### src/rtl/hanoi_auto_solver.sv
// hanoi_auto_solver: iterative Tower of Hanoi auto-player issuing one legal move per step tick.
// Optional shadow/datapath consistency checker enabled by defining HANOI_SOLVER_CHECK_EN.
module hanoi_auto_solver #(
    parameter int unsigned NDISC = 4
) (
    input  logic                 msclk,
    input  logic                 rst_n,
    input  logic                 start,
    input  logic                 abort,
    input  logic                 mode,
    input  logic                 step_en,
    input  logic                 mv_ready,
    input  logic [4*NDISC-1:0]   peg_in,
    output logic                 mv_valid,
    output logic [1:0]           mv_src,
    output logic [1:0]           mv_dst,
    output logic                 busy,
    output logic                 done,
    output logic                 err,
    output logic [NDISC-1:0]     move_cnt,
    output logic [4*NDISC-1:0]   peg_state
);

    localparam int unsigned PEG_W     = NDISC;
    localparam int unsigned BOARD_W   = 4 * NDISC;
    localparam int unsigned LAST_MOVE = (1 << NDISC) - 1;
    localparam logic [BOARD_W-1:0] FULL_PEG = BOARD_W'({PEG_W{1'b1}});
    localparam logic [BOARD_W-1:0] INIT_M0  = FULL_PEG << (3 * PEG_W);
    localparam logic [BOARD_W-1:0] INIT_M1  = FULL_PEG << (2 * PEG_W);

    typedef enum logic [2:0] {
        S_IDLE, S_LOAD, S_WAIT, S_COMPUTE, S_ISSUE, S_UPDATE,
`ifdef HANOI_SOLVER_CHECK_EN
        S_DONE, S_ERR
`else
        S_DONE
`endif
    } state_t;

    state_t               r_state, w_state_nxt;
    logic                 r_mode, w_mode_nxt;
    logic                 r_valid, w_valid_nxt;
    logic [1:0]           r_src, w_src_nxt;
    logic [1:0]           r_dst, w_dst_nxt;
    logic                 r_busy, w_busy_nxt;
    logic                 r_done, w_done_nxt;
    logic [NDISC-1:0]     r_cnt, w_cnt_nxt, w_cnt_inc;
    logic [BOARD_W-1:0]   r_peg, w_peg_nxt, w_peg_upd;

    logic [1:0]           w_src_peg, w_pa, w_pb, w_small_src, w_small_dst;
    logic [1:0]           w_odd_src, w_odd_dst, w_mv_src, w_mv_dst;
    logic [PEG_W-1:0]     w_s_nib, w_a_nib, w_ta, w_tb, w_low_src;

    function automatic logic [PEG_W-1:0] nib(input logic [BOARD_W-1:0] b, input logic [1:0] p);
        return b[p*PEG_W +: PEG_W];
    endfunction

    // Isolates the lowest set bit, i.e. the top disc of a peg (0 when empty).
    function automatic logic [PEG_W-1:0] low_bit(input logic [PEG_W-1:0] x);
        return x & (~x + PEG_W'(1));
    endfunction

    assign w_src_peg = r_mode ? 2'd2 : 2'd3;

    // Move selection: smallest disc cycles src->aux->dst; otherwise the only other legal move.
    always_comb begin
        w_s_nib = nib(r_peg, w_src_peg);
        w_a_nib = nib(r_peg, 2'd1);
        if (w_s_nib[0]) begin
            w_small_src = w_src_peg; w_small_dst = 2'd1;
            w_pa = 2'd1;             w_pb = 2'd0;
        end else if (w_a_nib[0]) begin
            w_small_src = 2'd1;      w_small_dst = 2'd0;
            w_pa = w_src_peg;        w_pb = 2'd0;
        end else begin
            w_small_src = 2'd0;      w_small_dst = w_src_peg;
            w_pa = w_src_peg;        w_pb = 2'd1;
        end
        w_ta = low_bit(nib(r_peg, w_pa));
        w_tb = low_bit(nib(r_peg, w_pb));
        if (w_ta == '0) begin
            w_odd_src = w_pb; w_odd_dst = w_pa;
        end else if ((w_tb == '0) || (w_ta < w_tb)) begin
            w_odd_src = w_pa; w_odd_dst = w_pb;
        end else begin
            w_odd_src = w_pb; w_odd_dst = w_pa;
        end
        w_mv_src = r_cnt[0] ? w_odd_src : w_small_src;
        w_mv_dst = r_cnt[0] ? w_odd_dst : w_small_dst;
    end

    assign w_low_src = low_bit(nib(r_peg, r_src));
    assign w_peg_upd = (r_peg & ~(BOARD_W'(w_low_src) << (r_src * PEG_W)))
                     | (BOARD_W'(w_low_src) << (r_dst * PEG_W));
    assign w_cnt_inc = r_cnt + NDISC'(1);

    always_comb begin
        w_state_nxt = r_state;
        w_mode_nxt  = r_mode;
        w_src_nxt   = r_src;
        w_dst_nxt   = r_dst;
        w_cnt_nxt   = r_cnt;
        w_peg_nxt   = r_peg;
        case (r_state)
            S_IDLE:    if (start) w_state_nxt = S_LOAD;
            S_LOAD: begin
                w_mode_nxt  = mode;
                w_peg_nxt   = mode ? INIT_M1 : INIT_M0;
                w_cnt_nxt   = '0;
                w_state_nxt = S_WAIT;
            end
            S_WAIT:    if (step_en) w_state_nxt = S_COMPUTE;
            S_COMPUTE: begin
                w_src_nxt   = w_mv_src;
                w_dst_nxt   = w_mv_dst;
                w_state_nxt = S_ISSUE;
`ifdef HANOI_SOLVER_CHECK_EN
                if (peg_in != r_peg) w_state_nxt = S_ERR;
`endif
            end
            S_ISSUE:   if (mv_ready) w_state_nxt = S_UPDATE;
            S_UPDATE: begin
                w_peg_nxt   = w_peg_upd;
                w_cnt_nxt   = w_cnt_inc;
                w_state_nxt = (w_cnt_inc == NDISC'(LAST_MOVE)) ? S_DONE : S_WAIT;
            end
            S_DONE:    if (start) w_state_nxt = S_LOAD;
`ifdef HANOI_SOLVER_CHECK_EN
            S_ERR:     if (start) w_state_nxt = S_LOAD;
`endif
            default:   w_state_nxt = S_IDLE;
        endcase
        // Abort wins over everything but keeps the board and count for display.
        if (abort) begin
            w_state_nxt = S_IDLE;
            w_mode_nxt  = r_mode;
            w_cnt_nxt   = r_cnt;
            w_peg_nxt   = r_peg;
        end
        w_valid_nxt = (w_state_nxt == S_ISSUE);
        w_done_nxt  = (w_state_nxt == S_DONE);
        w_busy_nxt  = (w_state_nxt != S_IDLE) && (w_state_nxt != S_DONE);
`ifdef HANOI_SOLVER_CHECK_EN
        w_busy_nxt  = w_busy_nxt && (w_state_nxt != S_ERR);
`endif
    end

    always_ff @(posedge msclk or negedge rst_n) begin
        if (!rst_n) begin
            r_state <= S_IDLE;
            r_mode  <= 1'b0;
            r_valid <= 1'b0;
            r_src   <= 2'd0;
            r_dst   <= 2'd0;
            r_busy  <= 1'b0;
            r_done  <= 1'b0;
            r_cnt   <= '0;
            r_peg   <= INIT_M0;
        end else begin
            r_state <= w_state_nxt;
            r_mode  <= w_mode_nxt;
            r_valid <= w_valid_nxt;
            r_src   <= w_src_nxt;
            r_dst   <= w_dst_nxt;
            r_busy  <= w_busy_nxt;
            r_done  <= w_done_nxt;
            r_cnt   <= w_cnt_nxt;
            r_peg   <= w_peg_nxt;
        end
    end

`ifdef HANOI_SOLVER_CHECK_EN
    logic r_err;
    always_ff @(posedge msclk or negedge rst_n) begin
        if (!rst_n) r_err <= 1'b0;
        else        r_err <= (w_state_nxt == S_ERR);
    end
    assign err = r_err;
`else
    logic w_unused_peg_in;
    assign w_unused_peg_in = ^peg_in;
    assign err = 1'b0;
`endif

    assign mv_valid  = r_valid;
    assign mv_src    = r_src;
    assign mv_dst    = r_dst;
    assign busy      = r_busy;
    assign done      = r_done;
    assign move_cnt  = r_cnt;
    assign peg_state = r_peg;

endmodule

### config.mk
export PLATFORM = sky130hd
export DESIGN_NAME = hanoi_auto_solver
export DESIGN_NICKNAME = d
export VERILOG_FILES = /design/src/rtl/hanoi_auto_solver.sv
export SDC_FILE = /design/constraint.sdc
export NUM_CORES = 1
export LEC_CHECK = 0
export ABC_AREA = 1
export ABC_CLOCK_PERIOD_IN_PS = 2900
export CAP_MARGIN = 10
export CORE_MARGIN = 3
export CORE_UTILIZATION = 50
export DETAILED_ROUTE_END_ITERATION = 8
export GPL_ROUTABILITY_DRIVEN = 1
export PLACE_DENSITY = 0.8
export SYNTH_ARGS = -nofsm -noshare
export SYNTH_HDL_FRONTEND = slang
export SYNTH_SLANG_ARGS = --single-unit
### constraint.sdc
create_clock -name msclk -period 2.9 [get_ports msclk]
set_input_delay 0.58 -clock msclk [delete_from_list [all_inputs] [get_ports msclk]]
set_output_delay 0.58 -clock msclk [all_outputs]
set_load 0.03 [all_outputs]
==> key figures <==
Status
  • Status: completed

Placement
  • Buffers on Ports: 33
  • GP Congestion: between 0.9 and 1
  • Post-DP HPWL: around 4200 µm

Power
  • Clock power frac: 0.153
  • Power Density: about 1100 mW/mm²
  • Switching share of power: 0.514
  • Internal Power: 1.43 mW
  • Design Power: 2.94 mW
  • Leakage power: 1.16 nW
  • Maximum VDD drop: between 0.0006 and 0.0007 V
  • Reg power frac: 0.250
  • Psw: 1.51 mW
  • Combinational fraction of design power: 0.598

Floorplanning
  • I/O Pins: around 50
  • Core ar.: a little over 0.004 mm²
  • Die X: 71.5 µm
  • Die ar.: 0.00511 mm²
  • Starting Density: 0.528
  • Row cnt: 23
  • Die Ht: 71.5 µm

Finish
  • Share of cells above drive strength 1: 0.152
  • Final core utilization: 0.644
  • Nets@finish: 355
  • Syn-to-layout area delta: 22.1%
  • Commonest non-fill, non-tap cells in the layout: nand2_1, clkdlybuf4s50_1, inv_1
  • Ant diodes: 0
  • Leading cell type in the layout, fill and taps excluded: nand2_1

Logic synthesis
  • Ys Warns: 0
  • Distinct cells, synth: 38
  • #FFs+latches synth: 31
  • Sequential share of the synthesized area: 0.364
  • Area leader, netlist: dfrtp_1
  • Yosys top cell area share: 0.315
  • Main area contributors after synthesis: dfrtp_1, nand2_1, o21ai_1
  • Syn Std Cell Area: 0.00214 mm²
  • Mapped Nets: 319
  • Synth Instances: 291
  • Average size of a mapped cell: 7.36 µm²

Critical path
  • Critical Path Start: r_mode
  • Startpoint types: flip-flop
  • Top fanout value on the critical path: 8
  • Family with the most delay on the worst path: simple AND/OR/NAND/NOR gates
  • CP most frequent cell: nand2_2
  • CP arrival: 2.66 ns
  • Worst EP required: 3.12 ns
  • Element type at the critical path end: flip-flop
  • CP cell instances: inv_2 > nand2_4 > nand2_4 > inv_2 > a21boi_2 > nand2_2 > nor3_1 > ha_1 > a21oi_1 > nand2_1 > nand2_2 > nand2_2 > nand2_1 > nand3_2 > a21oi_2
  • Reg2reg setup slack: 0.46 ns
  • Max stage delay on crit path: 0.45 ns
  • CP max stage cell: dfrtp_1
  • Worst R2R Start: r_mode
  • Crit path kind: reg -> reg
  • Worst Path Buf+Inv: 2

STA
  • RSZ-0062 raised after global routing: false
  • Setup TNS: 0 ns
  • Hold WS: 0.496 ns
  • Final min period: 2.44 ns
  • Final period utilization: 0.840
  • Max-slew violation count: 0
  • Setup-failing EPs final: 0
  • Final Hold Fails: 0
  • Max Clk Rate: between 400 and 500 MHz
  • Final Skew: between 0.004 and 0.005 ns

Run
  • Maxcap violations: 0

GRT
  • Vias in the first global route: roughly 2000
  • First-pass GRT wire length: between 9000 and 10000 µm
  • Tot GR Track Use: 0.232
  • Total grt overflow: 0
  • Initial antenna violation count: 0
  • Largest net degree at the start of global routing: 32

Clock network
  • CTS Hold Bufs: 0
  • Clock slew at reported path FFs: approximately 0.070 ns
  • Postcts setup bufs: 0
  • CTS resizes: 0
  • Clock root cell: clkbuf_8
  • Clk sinks: 31
  • Num CTS Buffers: 5
  • H-tree level count: 2
  • Clock Tree Buf Depth: 2
  • CTS tree: built
  • Latest clock arrival within the worst-skew pair: 0.29 ns

Route
  • Routed WL: ~5800 µm
  • WL per Instance: 15.2 µm
  • Initial DRT Pass Iterations: 5
  • Via count of the routed design: 2183
  • Iter 0 DRT Violations: roughly 190
  • Drt via density: 5.78
  • DRT antenna net count: 0
  • DR DRC count: 0

Min path
  • HP Start: peg_state[15]
  • Worst hold path class: reg -> reg
[final timing paths]
kind / endpoint / depth (start not counted)
setup / recovery: mv_dst[0] / 15
hold / removal: peg_state[15] / 2
setup reg to reg: mv_dst[0] / 15
hold reg to reg: peg_state[15] / 2
max in group asynchronous: peg_state[13] / 2
min in group asynchronous: mv_src[0] / 2
[cell families (layout without fill, tap and decap cells)]
group | count (synthesis) | in the layout | share of synthesized area
xor+xnor | 2 | 2 | 0.00818
flops | 31 | 31 | 0.364
fa+ha+maj | 5 | 5 | 0.0292
simple gates | 130 | 130 | 0.287
compound gates | 77 | 77 | 0.217
other cells | 1 | 1 | 0.00175
buf+inv | 45 | 82 | 0.0929
[registers in the layout, indices dropped and copies added (netlist names)]
name,count
r_mode,1
mv_dst,2
peg_state,16
done,1
mv_valid,1
mv_src,2
move_cnt,4
busy,1
r_state,3
[synthesized netlist by cell type, drive strengths merged]
| master | count |
|---|---|
| ha | 5 |
| a21boi | 2 |
| o2111ai | 1 |
| o21ai | 37 |
| o211ai | 7 |
| nand4 | 3 |
| nor3 | 1 |
| dfstp | 4 |
| dfrtp | 27 |
| nand3 | 21 |
| a211oi | 1 |
| nand3b | 1 |
| a22o | 1 |
| o22ai | 2 |
| a31oi | 3 |
| xor2 | 2 |
| o311ai | 2 |
| a22oi | 2 |
| or2 | 1 |
| conb | 1 |
| a21oi | 19 |
| nor2 | 28 |
| nand2 | 75 |
| buf | 6 |
| inv | 39 |
[worst min-delay path: cells and delay by family (launching register included)]
family | cells | cell delay, ns
AND/OR/NAND/NOR | 2 | 0.11
flip-flops | 1 | 0.39
[per-layer routing]
metal,global-route usage,vias up,wire length [µm],share of wire
li1,-,1036,-,-
met1,0.325,1021,2510,0.44
met2,0.340,110,2630,0.46
met3,0.0505,16,490,0.085
met4,0.113,0,129,0.022
met5,0,-,0,0
[metrics by stage]
step	cell area [µm²]	instances	worst slack (ns)
3_5_place_dp	2500	370	0.509
6_report	2620	378	0.464
2_1_floorplan	2140	291	0.736
3_3_place_gp	2500	370	0.561
4_1_cts	2620	378	0.490
5_1_grt	2620	378	0.226
[cell type report]
type / count / area (µm²)
clock buffer: 6 / 82.6
clock inverter: 2 / 35.0
multi-input combinational: 215 / 1160
sequential: 31 / 781
timing repair buffer: 35 / 345
inverter: 39 / 146
tap: 50 / 62.6
fill: 362 / 1440
[power by group through the flow]
stage                     Sequential, mW  Clock [mW]  Combinational (mW)
after CTS                          0.729       0.455                1.74
after detailed placement           0.736           0                1.72
after global placement             0.736           0                1.68
after global routing               0.753       0.470                1.94
after floorplan                    0.855           0                1.14
final                              0.736       0.449                1.76
(Power assumes the default switching activity.)
